<file path="src/rtl/elvm_putc_uart_tx_if.sv">
// putc handshake between the ELVM CPU (master) and the character output device (slave).
interface elvm_putc_uart_tx_if #(
    parameter int DATA_W = 24
);
    logic              putc_valid;
    logic [DATA_W-1:0] putc_data;
    logic              putc_ready;

    modport master (output putc_valid, output putc_data, input putc_ready);
    modport slave  (input putc_valid, input putc_data, output putc_ready);
endinterface

</file>
<file path="src/rtl/elvm_putc_uart_tx.sv">
// putc responder: buffers CPU characters in a FIFO and sends each low byte as 8N1 UART.
module elvm_putc_uart_tx #(
    parameter int CLKS_PER_BIT = 434,
    parameter int FIFO_DEPTH   = 16,
    parameter int DATA_W       = 24
) (
    input  logic                          clk,
    input  logic                          rst,
    elvm_putc_uart_tx_if.slave            putc,
    output logic                          tx,
    output logic                          busy,
    output logic [$clog2(FIFO_DEPTH):0]   fifo_level
);
    localparam int PTR_W  = $clog2(FIFO_DEPTH);
    localparam int LVL_W  = PTR_W + 1;
    localparam int BAUD_W = (CLKS_PER_BIT > 2) ? $clog2(CLKS_PER_BIT) : 1;

    typedef enum logic [1:0] {IDLE, START, DATA, STOP} state_t;

    state_t            state;
    logic [BAUD_W-1:0] baud;
    logic [2:0]        bit_cnt;
    logic [7:0]        shift;

    logic [7:0]        mem [FIFO_DEPTH];
    logic [PTR_W-1:0]  wr_ptr;
    logic [PTR_W-1:0]  rd_ptr;
    logic [7:0]        head;
    logic              push;
    logic              pop;
    logic              fifo_nonempty;
    logic              baud_end;

    // Only the character byte is kept; the rest of the CPU word is dropped here.
    logic unused_hi;
    assign unused_hi = ^putc.putc_data[DATA_W-1:8];

    assign putc.putc_ready = (fifo_level != LVL_W'(FIFO_DEPTH));
    assign push            = putc.putc_valid && putc.putc_ready;
    assign fifo_nonempty   = (fifo_level != '0);
    assign baud_end        = (baud == BAUD_W'(CLKS_PER_BIT - 1));
    assign head            = mem[rd_ptr];
    // The FSM takes a byte when idle, or at the last stop-bit cycle to chain frames.
    assign pop             = fifo_nonempty &&
                             ((state == IDLE) || ((state == STOP) && baud_end));
    assign busy            = (state != IDLE) || fifo_nonempty;

    // FIFO storage; contents need no reset since the pointers qualify them.
    always_ff @(posedge clk) begin
        if (push && !rst)
            mem[wr_ptr] <= putc.putc_data[7:0];
    end

    // FIFO pointers and occupancy; pointers wrap naturally at the power-of-two depth.
    always_ff @(posedge clk) begin
        if (rst) begin
            wr_ptr     <= '0;
            rd_ptr     <= '0;
            fifo_level <= '0;
        end else begin
            if (push) wr_ptr <= wr_ptr + PTR_W'(1);
            if (pop)  rd_ptr <= rd_ptr + PTR_W'(1);
            case ({push, pop})
                2'b10:   fifo_level <= fifo_level + LVL_W'(1);
                2'b01:   fifo_level <= fifo_level - LVL_W'(1);
                default: fifo_level <= fifo_level;
            endcase
        end
    end

    // TX framer: tx is registered and set on each state/bit transition.
    always_ff @(posedge clk) begin
        if (rst) begin
            state   <= IDLE;
            baud    <= '0;
            bit_cnt <= '0;
            shift   <= '0;
            tx      <= 1'b1;
        end else begin
            case (state)
                IDLE: begin
                    baud <= '0;
                    tx   <= 1'b1;
                    if (fifo_nonempty) begin
                        shift <= head;
                        state <= START;
                        tx    <= 1'b0;
                    end
                end
                START: begin
                    if (baud_end) begin
                        baud    <= '0;
                        bit_cnt <= '0;
                        state   <= DATA;
                        tx      <= shift[0];
                    end else begin
                        baud <= baud + BAUD_W'(1);
                    end
                end
                DATA: begin
                    if (baud_end) begin
                        baud <= '0;
                        if (bit_cnt == 3'd7) begin
                            state <= STOP;
                            tx    <= 1'b1;
                        end else begin
                            bit_cnt <= bit_cnt + 3'd1;
                            shift   <= {1'b0, shift[7:1]};
                            tx      <= shift[1];
                        end
                    end else begin
                        baud <= baud + BAUD_W'(1);
                    end
                end
                STOP: begin
                    if (baud_end) begin
                        baud <= '0;
                        if (fifo_nonempty) begin
                            shift <= head;
                            state <= START;
                            tx    <= 1'b0;
                        end else begin
                            state <= IDLE;
                            tx    <= 1'b1;
                        end
                    end else begin
                        baud <= baud + BAUD_W'(1);
                    end
                end
                default: begin
                    state <= IDLE;
                    tx    <= 1'b1;
                end
            endcase
        end
    end
endmodule
</file>
<file path="src/flat_wrapper.sv">
// flat-port wrapper written by rule: the top's interface ports become plain ports
module elvm_putc_uart_tx_flat 
#(
    parameter int CLKS_PER_BIT = 434,
    parameter int FIFO_DEPTH   = 16,
    parameter int DATA_W       = 24
)
  (clk, rst, tx, busy, fifo_level, putc_putc_valid, putc_putc_data, putc_putc_ready);
  elvm_putc_uart_tx_if #(.DATA_W(DATA_W)) putc_i ();
  input  logic clk;
  input  logic rst;
  output logic tx;
  output logic busy;
  output logic [$clog2(FIFO_DEPTH):0] fifo_level;
  input wire logic [$bits(putc_i.putc_valid)-1:0] putc_putc_valid;
  input wire logic [$bits(putc_i.putc_data)-1:0] putc_putc_data;
  output wire logic [$bits(putc_i.putc_ready)-1:0] putc_putc_ready;
  assign putc_i.putc_valid = putc_putc_valid;
  assign putc_i.putc_data = putc_putc_data;
  assign putc_putc_ready = putc_i.putc_ready;
  elvm_putc_uart_tx #(.CLKS_PER_BIT(CLKS_PER_BIT), .FIFO_DEPTH(FIFO_DEPTH), .DATA_W(DATA_W)) u_core (.clk(clk), .rst(rst), .putc(putc_i), .tx(tx), .busy(busy), .fifo_level(fifo_level));
endmodule
</file>
<file path="config.mk">
export PLATFORM = sky130hd
export DESIGN_NAME = elvm_putc_uart_tx_flat
export DESIGN_NICKNAME = d
export VERILOG_FILES = /design/src/rtl/elvm_putc_uart_tx_if.sv /design/src/rtl/elvm_putc_uart_tx.sv /design/src/flat_wrapper.sv
export SDC_FILE = /design/constraint.sdc
export NUM_CORES = 1
export LEC_CHECK = 0
export ABC_AREA = 1
export ABC_CLOCK_PERIOD_IN_PS = 5540
export BUFFER_PORTS_ARGS = -buffer_cell sky130_fd_sc_hd__buf_2
export CAP_MARGIN = 10
export CORE_MARGIN = 2
export CORE_UTILIZATION = 55
export CTS_CLUSTER_SIZE = 12
export DETAILED_ROUTE_END_ITERATION = 12
export GPL_TIMING_DRIVEN = 0
export PLACE_DENSITY_LB_ADDON = 0.08
export SYNTH_ARGS = -nofsm -noshare
export SYNTH_HDL_FRONTEND = slang
export SYNTH_SLANG_ARGS = --single-unit
</file>
<file path="constraint.sdc">
create_clock -name clk -period 5.54 [get_ports clk]
set_clock_uncertainty 0.15 [all_clocks]
set_input_delay 0.831 -clock clk [delete_from_list [all_inputs] [get_ports clk]]
set_output_delay 0.831 -clock clk [all_outputs]
set_load 0.03 [all_outputs]
</file>
* Word level (Yosys, flattened, before mapping)
Memories as Yosys holds them, arrays and structs flattened. A register that Yosys moved wholly into a read port is not among the register bits.
Index checks and enable logic that the tools add are counted.
** Cells by class
- Equal/unequal tests :: 14
- Muxes and demuxes :: 29
- Magnitude comparators :: 0
- Divide/modulo/power cells :: 0
- Multiply operators :: 0
- $add $sub $neg :: 6
- Bitwise logic cells :: 0
- Shifts and indexed selects :: 0
- Reduce and logical (&&, ||, !) cells :: 18
** Operators by type and width (count)
- $mux W8 :: 4
- $pmux W8 S3 :: 1
- $pmux W9 S2 :: 1
- $mux W2 :: 5
- $ne A2 B1 Y1 const B :: 5
- $pmux W5 S2 :: 1
- $add A9 B1 Y9 const B :: 1
- $eq A9 B9 Y1 const B :: 1
- $mux W3 :: 3
- $mux W9 :: 1
- $add A4 B1 Y4 const B :: 2
- $mux W1 :: 8
- $mux W4 :: 2
- $pmux W2 S4 :: 1
- $reduce_and A4 Y1 :: 2
- $eq A2 B2 Y1 const B :: 3
- $pmux W3 S2 :: 1
- $reduce_bool A2 Y1 :: 3
- $add A5 B1 Y5 const B :: 1
- $ne A5 B5 Y1 const B :: 1
- $reduce_and A5 Y1 :: 1
- $reduce_bool A5 Y1 :: 1
- $sub A5 B1 Y5 const B :: 1
- $eq A2 B1 Y1 const B :: 2
- other kinds (11) :: 15
** Storage, ports and cells
- Latch bits :: 0
- RAM bits :: 128
- Word-level logic and storage cells :: 76
- Memory bits (read-only) :: 0
- Bits in registers :: 36
- Memories kept :: 1
- Input bits :: 27
** Memory list
- u_core.mem :: depth 16, width 8, read ports 1, clocked after Yosys merged registers in 1, write ports 1, line elvm_putc_uart_tx.sv:25 : logic [7:0] mem [FIFO_DEPTH];

* Depth between registers and ports, before layout
- Depth after elaboration :: 6
- Depth in mapped cells :: 18
- Depth with buffers taken out :: 17

* Worst setup path after synthesis
OpenSTA, ideal clock, no wires.
- Path kind :: register to register
- From :: register u_core.fifo_level[2]
- To :: memory u_core.mem[15][0], enable pin
- Path slack :: 3022 ps
- Clock period less this slack :: 2518 ps
- Cell stages (with the launch flop) :: 7
- Arrival :: 1985 ps
- Path through :: dfxtp_1 -> nor2_2 -> nand3_1 -> nand2_2 -> inv_1 -> nand2_1 -> nor3_1
** Between the ends
- Word-level cells in the longest chain between the ends :: 5
** Ends and longest elaborated chain
- start: declaration :: line elvm_putc_uart_tx.sv:12 : output logic [$clog2(FIFO_DEPTH):0] fifo_level
- start signal: assignment :: line elvm_putc_uart_tx.sv:64 : 2'b10: fifo_level <= fifo_level + LVL_W'(1);
- start signal: assignment :: line elvm_putc_uart_tx.sv:65 : 2'b01: fifo_level <= fifo_level - LVL_W'(1);
- start signal: assignment :: line elvm_putc_uart_tx.sv:66 : default: fifo_level <= fifo_level;
- $ne A5 B5 Y1 :: line elvm_putc_uart_tx.sv:38 : assign putc.putc_ready = (fifo_level != LVL_W'(FIFO_DEPTH));
- via putc_putc_ready :: line flat_wrapper.sv:17 : output wire logic [$bits(putc_i.putc_ready)-1:0] putc_putc_ready;
- $logic_and A1 B1 Y1 :: line elvm_putc_uart_tx.sv:39 : assign push = putc.putc_valid && putc.putc_ready;
- $logic_and A1 B1 Y1 :: line elvm_putc_uart_tx.sv:50 : if (push && !rst)
- $mux W1 :: line elvm_putc_uart_tx.sv:50
- $mux W1 (not written as such) :: line elvm_putc_uart_tx.sv:51 : mem[wr_ptr] <= putc.putc_data[7:0];
- end: declaration :: line elvm_putc_uart_tx.sv:25
The timed path passes the listed nets, and every way through them passes these cells.

* Worst setup path after layout
- From :: register u_core.baud[0]
- To :: register u_core.fifo_level[4]
** Between the ends
- Word-level cells in the longest chain between the ends :: 6
** Ends and longest elaborated chain
- start: declaration :: line elvm_putc_uart_tx.sv:21 : logic [BAUD_W-1:0] baud;
- start signal: assignment :: line elvm_putc_uart_tx.sv:97 : baud <= baud + BAUD_W'(1);
- start signal: assignment :: line elvm_putc_uart_tx.sv:112 : baud <= baud + BAUD_W'(1);
- start signal: assignment :: line elvm_putc_uart_tx.sv:127 : baud <= baud + BAUD_W'(1);
- $eq A9 B9 Y1 * :: line elvm_putc_uart_tx.sv:41 : assign baud_end = (baud == BAUD_W'(CLKS_PER_BIT - 1));
- $logic_and A1 B1 Y1 * :: line elvm_putc_uart_tx.sv:45 : ((state == IDLE) || ((state == STOP) && baud_end));
- $logic_or A1 B1 Y1 * :: line elvm_putc_uart_tx.sv:45
- $logic_and A1 B1 Y1 * :: line elvm_putc_uart_tx.sv:44 : assign pop = fifo_nonempty &&
- via u_core.pop :: line elvm_putc_uart_tx.sv:30 : logic pop;
- $eq A2 B1 Y1 / $eq A2 B2 Y1 (equally long branches) :: line elvm_putc_uart_tx.sv:63 : case ({push, pop})
- $pmux W5 S2 / $reduce_bool A2 Y1 (equally long branches)
Mark *: on every way through the listed nets, which the timed path passes. The rest lies on a longest branch.
A chain may end at the register's enable or synchronous reset.

==> impl_metrics.json <==
{
  "fill_cells": 1052,
  "netlist_instances": 651,
  "area_delta_synth_final_pct": 12.31,
  "hold_viol_final": 0,
  "rows": 41,
  "crit_path_start": "u_core.baud[0]$_SDFF_PP0_",
  "ys_seq_area_frac": 0.6518,
  "swShare": 0.3431,
  "route.detailed.drc": 0,
  "fin_crit_ns": 2.673,
  "start_kind": "flop",
  "rsz0062_at_grt": "false",
  "floorplan.core_area_sq_mm": 0.01262,
  "powerDensity_mw_per_mm2": 471.2,
  "grt_first_pass_wirelength_um": 26910,
  "synth-edff-count": 128,
  "clock-sinks": 168,
  "cts_tree": "done",
  "gp_congestion": 0.8509,
  "initial_core_util": 0.5646,
  "cts_setup_buffers": 0,
  "worstSetupEndpoint": "u_core.fifo_level[4]$_SDFFE_PP0P_",
  "dp.final_hpwl_um": 11230,
  "r2r_end": "u_core.fifo_level[4]$_SDFFE_PP0P_",
  "worstRegToRegCells": 16,
  "synth_area_per_cell_sq_um": 10.95,
  "num_vias": 5085,
  "hp-class": "flop to flop",
  "ys.warnings.count": 0,
  "grt_usage": 0.2576,
  "via_per_inst": 5.818,
  "async_reset_ff_frac": 0,
  "cp.arrival_ns": 2.85,
  "ir_worst_vdd_uv": 279.3,
  "synth-main-ff-cell": "edfxtp_1",
  "avgRoutedWirePerCell_um": 19.31,
  "overflow": 0,
  "num_io_pins": 35,
  "p_int_mw": 2.477,
  "ys_ff_latch": 168,
  "wl_met3_um": 1367,
  "cp_max_fo": 10,
  "cts.reportedPaths.clkPinSlew_ns": 0.06,
  "wl_met1_um": 6952,
  "post-place-cells": 842,
  "nets": 734,
  "p_clk_frac": 0.295,
  "cts-htree-levels": 4,
  "post-route-period-util": 0.4824,
  "insertedDiodeCount": 0,
  "postCtsResizedCells": 0,
  "r2r_start": "u_core.baud[0]$_SDFF_PP0_",
  "die_area_sq_mm": 0.01388,
  "p_leak_nw": 2.814,
  "die_h_um": 117.8,
  "postRouteAntennaNets": 0,
  "relSlewSlack": 0.2742,
  "clock_latency_ns": 0.43,
  "drt_iter0_drc": 557,
  "r2r_slack_ns": 2.87,
  "netlist_area_sq_mm": 0.007126,
  "wl_um": 16880,
  "die_x_um": 117.8,
  "combPwrFrac": 0.309,
  "end_kind": "flop",
  "cap_violations": 0,
  "drive_gt1_frac": 0.1125,
  "grt_pass1_vias": 4946,
  "drv_slew": 0,
  "clk_path_buf_depth": 2,
  "portBuffers": 18,
  "drt_first_pass_iters": 6,
  "clock_tree.root_cell": "clkbuf_16",
  "synth_cell_types": 38,
  "worstMarginPinSlew_ns": 1.085,
  "setup_violations": 0,
  "fmax_ghz": 0.3742,
  "postCtsHoldBufs": 0,
  "fin_cells": 874,
  "antenna_found_initial": 0,
  "syn_nets": 696,
  "setup_tns_ns": 0,
  "p_switching_mw": 1.294,
  "seq_power_share": 0.396,
  "wl_met2_um": 8231,
  "cp_data_required_time_ns": 5.72,
  "grt_max_degree": 17,
  "crit_type": "flop to flop",
  "top_layer": "met4",
  "cts_made_buffers": 17,
  "status": "complete, no violations"
}
[cells in the final DEF (no fill, tap or decap), types with 2 or more instances in the layout]
cell type,instances
buf_4,2
nor3_1,2
clkbuf_1,21
nor4_1,2
nor2_1,125
o21ai_0,74
buf_6,2
nor3_2,3
o211ai_1,26
a21oi_1,26
nand3_2,2
xor2_1,3
a21oi_2,2
ha_1,18
o21ai_1,7
inv_2,4
nand4_1,8
edfxtp_1,128
clkbuf_16,18
o221ai_1,8
o22ai_1,5
nand2_1,56
nand2_2,4
dfxtp_1,40
buf_2,29
nand3_1,28
clkinv_2,2
buf_1,2
xnor2_1,3
clkinv_1,2
inv_1,32
o21a_1,2
nor2_2,5
clkbuf_8,2
[final cells by class]
class                      count  area [sq um]  share of cell area
sequential                   168          4644              0.5804
multi-input combinational    416          2208              0.2760
clock buffer                  28         508.0             0.06348
tap                          172         215.2             0.02689
buffer                        30         148.9             0.01861
inverter                      37         138.9             0.01735
timing repair buffer          19         95.09             0.01188
clock inverter                 4         43.79            0.005472
[power groups by stage]
stage	sequential (mW)	combinational [mW]	clock, mW
6_report	1.49	1.17	1.11
5_1_grt	1.50	1.30	1.18
4_1_cts	1.49	1.16	1.12
3_5_place_dp	1.52	1.16	0
3_3_place_gp	1.51	1.14	0
2_1_floorplan	1.54	0.801	0
[critical path: stages, from the launching register on]
cell,delay [ns]
dfxtp_1,0.38
ha_1,0.19
nand2_1,0.06
nor2_1,0.13
nand2_2,0.12
o21ai_4,0.22
buf_6,0.16
ha_1,0.28
xor2_1,0.21
ha_1,0.18
inv_1,0.04
nand2_1,0.09
nand2_1,0.09
nand3_1,0.09
nand3_1,0.08
nand2_1,0.06
inv_1,0.03
[registers in the layout, indices dropped and copies added (netlist names), named ones only]
name and count:
u_core.shift 8, u_core.bit_cnt 3, u_core.rd_ptr 4, u_core.baud 9, u_core.state 2, u_core.wr_ptr 4
u_core.mem 128, u_core.tx 1, u_core.fifo_level 5
[synthesized netlist by cell type, types with 3 or more instances]
| library cell | n | share of area |
|---|---|---|
| a21oi_1 | 26 | 0.018 |
| buf_2 | 10 | 0.0070 |
| clkbuf_1 | 13 | 0.0068 |
| dfxtp_1 | 40 | 0.11 |
| edfxtp_1 | 128 | 0.54 |
| ha_1 | 18 | 0.032 |
| inv_1 | 32 | 0.017 |
| inv_2 | 4 | 0.0021 |
| nand2_1 | 56 | 0.029 |
| nand2_2 | 4 | 0.0035 |
| nand3_1 | 28 | 0.020 |
| nand4_1 | 8 | 0.0070 |
| nor2_1 | 125 | 0.066 |
| nor2_2 | 5 | 0.0044 |
| nor3_1 | 5 | 0.0035 |
| o211ai_1 | 26 | 0.027 |
| o21ai_0 | 74 | 0.052 |
| o21ai_1 | 7 | 0.0049 |
| o221ai_1 | 8 | 0.0098 |
| o22ai_1 | 5 | 0.0044 |
| xnor2_1 | 3 | 0.0037 |
| xor2_1 | 3 | 0.0037 |
[metal layers]
layer / track usage / vias up
met5: 0 / -
met2: 0.4193 / 219
met3: 0.04845 / 23
met4: 0.1077 / 0
met1: 0.3413 / 2453
li1: - / 2390
[through the flow]
step	total power, mW	utilization	cell area (sq um)	hold slack [ns]	setup slack [ns]
after floorplan	2.338	-	7126	0.2834	3.022
after global placement	2.651	0.5888	7431	0.2967	2.404
after detailed placement	2.676	0.5904	7451	0.3094	2.771
after CTS	3.777	0.6341	8003	0.3179	2.868
after global routing	3.981	0.6341	8003	0.3310	2.585
final	3.771	0.6341	8003	0.3169	2.867
[logic make-up (layout without fill, tap and decap cells)]
kind of cell	after synthesis	after routing	synth area share
flops	168	168	0.6518
fa+ha+maj	18	18	0.03161
xor+xnor	6	6	0.007376
simple gates	236	236	0.1391
compound gates	156	156	0.1298
buf+inv	67	118	0.04039
[worst min path at each step]
stage                                       from                            to  cells after the start
global placement       u_core.baud[0]$_SDFF_PP0_     u_core.baud[0]$_SDFF_PP0_                      1
detailed placement  u_core.shift[3]$_SDFFE_PP0P_  u_core.shift[3]$_SDFFE_PP0P_                      2
floorplan              u_core.baud[0]$_SDFF_PP0_     u_core.baud[0]$_SDFF_PP0_                      1
global route        u_core.shift[3]$_SDFFE_PP0P_  u_core.shift[3]$_SDFFE_PP0P_                      2
CTS                 u_core.shift[3]$_SDFFE_PP0P_  u_core.shift[3]$_SDFFE_PP0P_                      2
finish              u_core.shift[6]$_SDFFE_PP0P_  u_core.shift[6]$_SDFFE_PP0P_                      2
(Power assumes the default switching activity.)
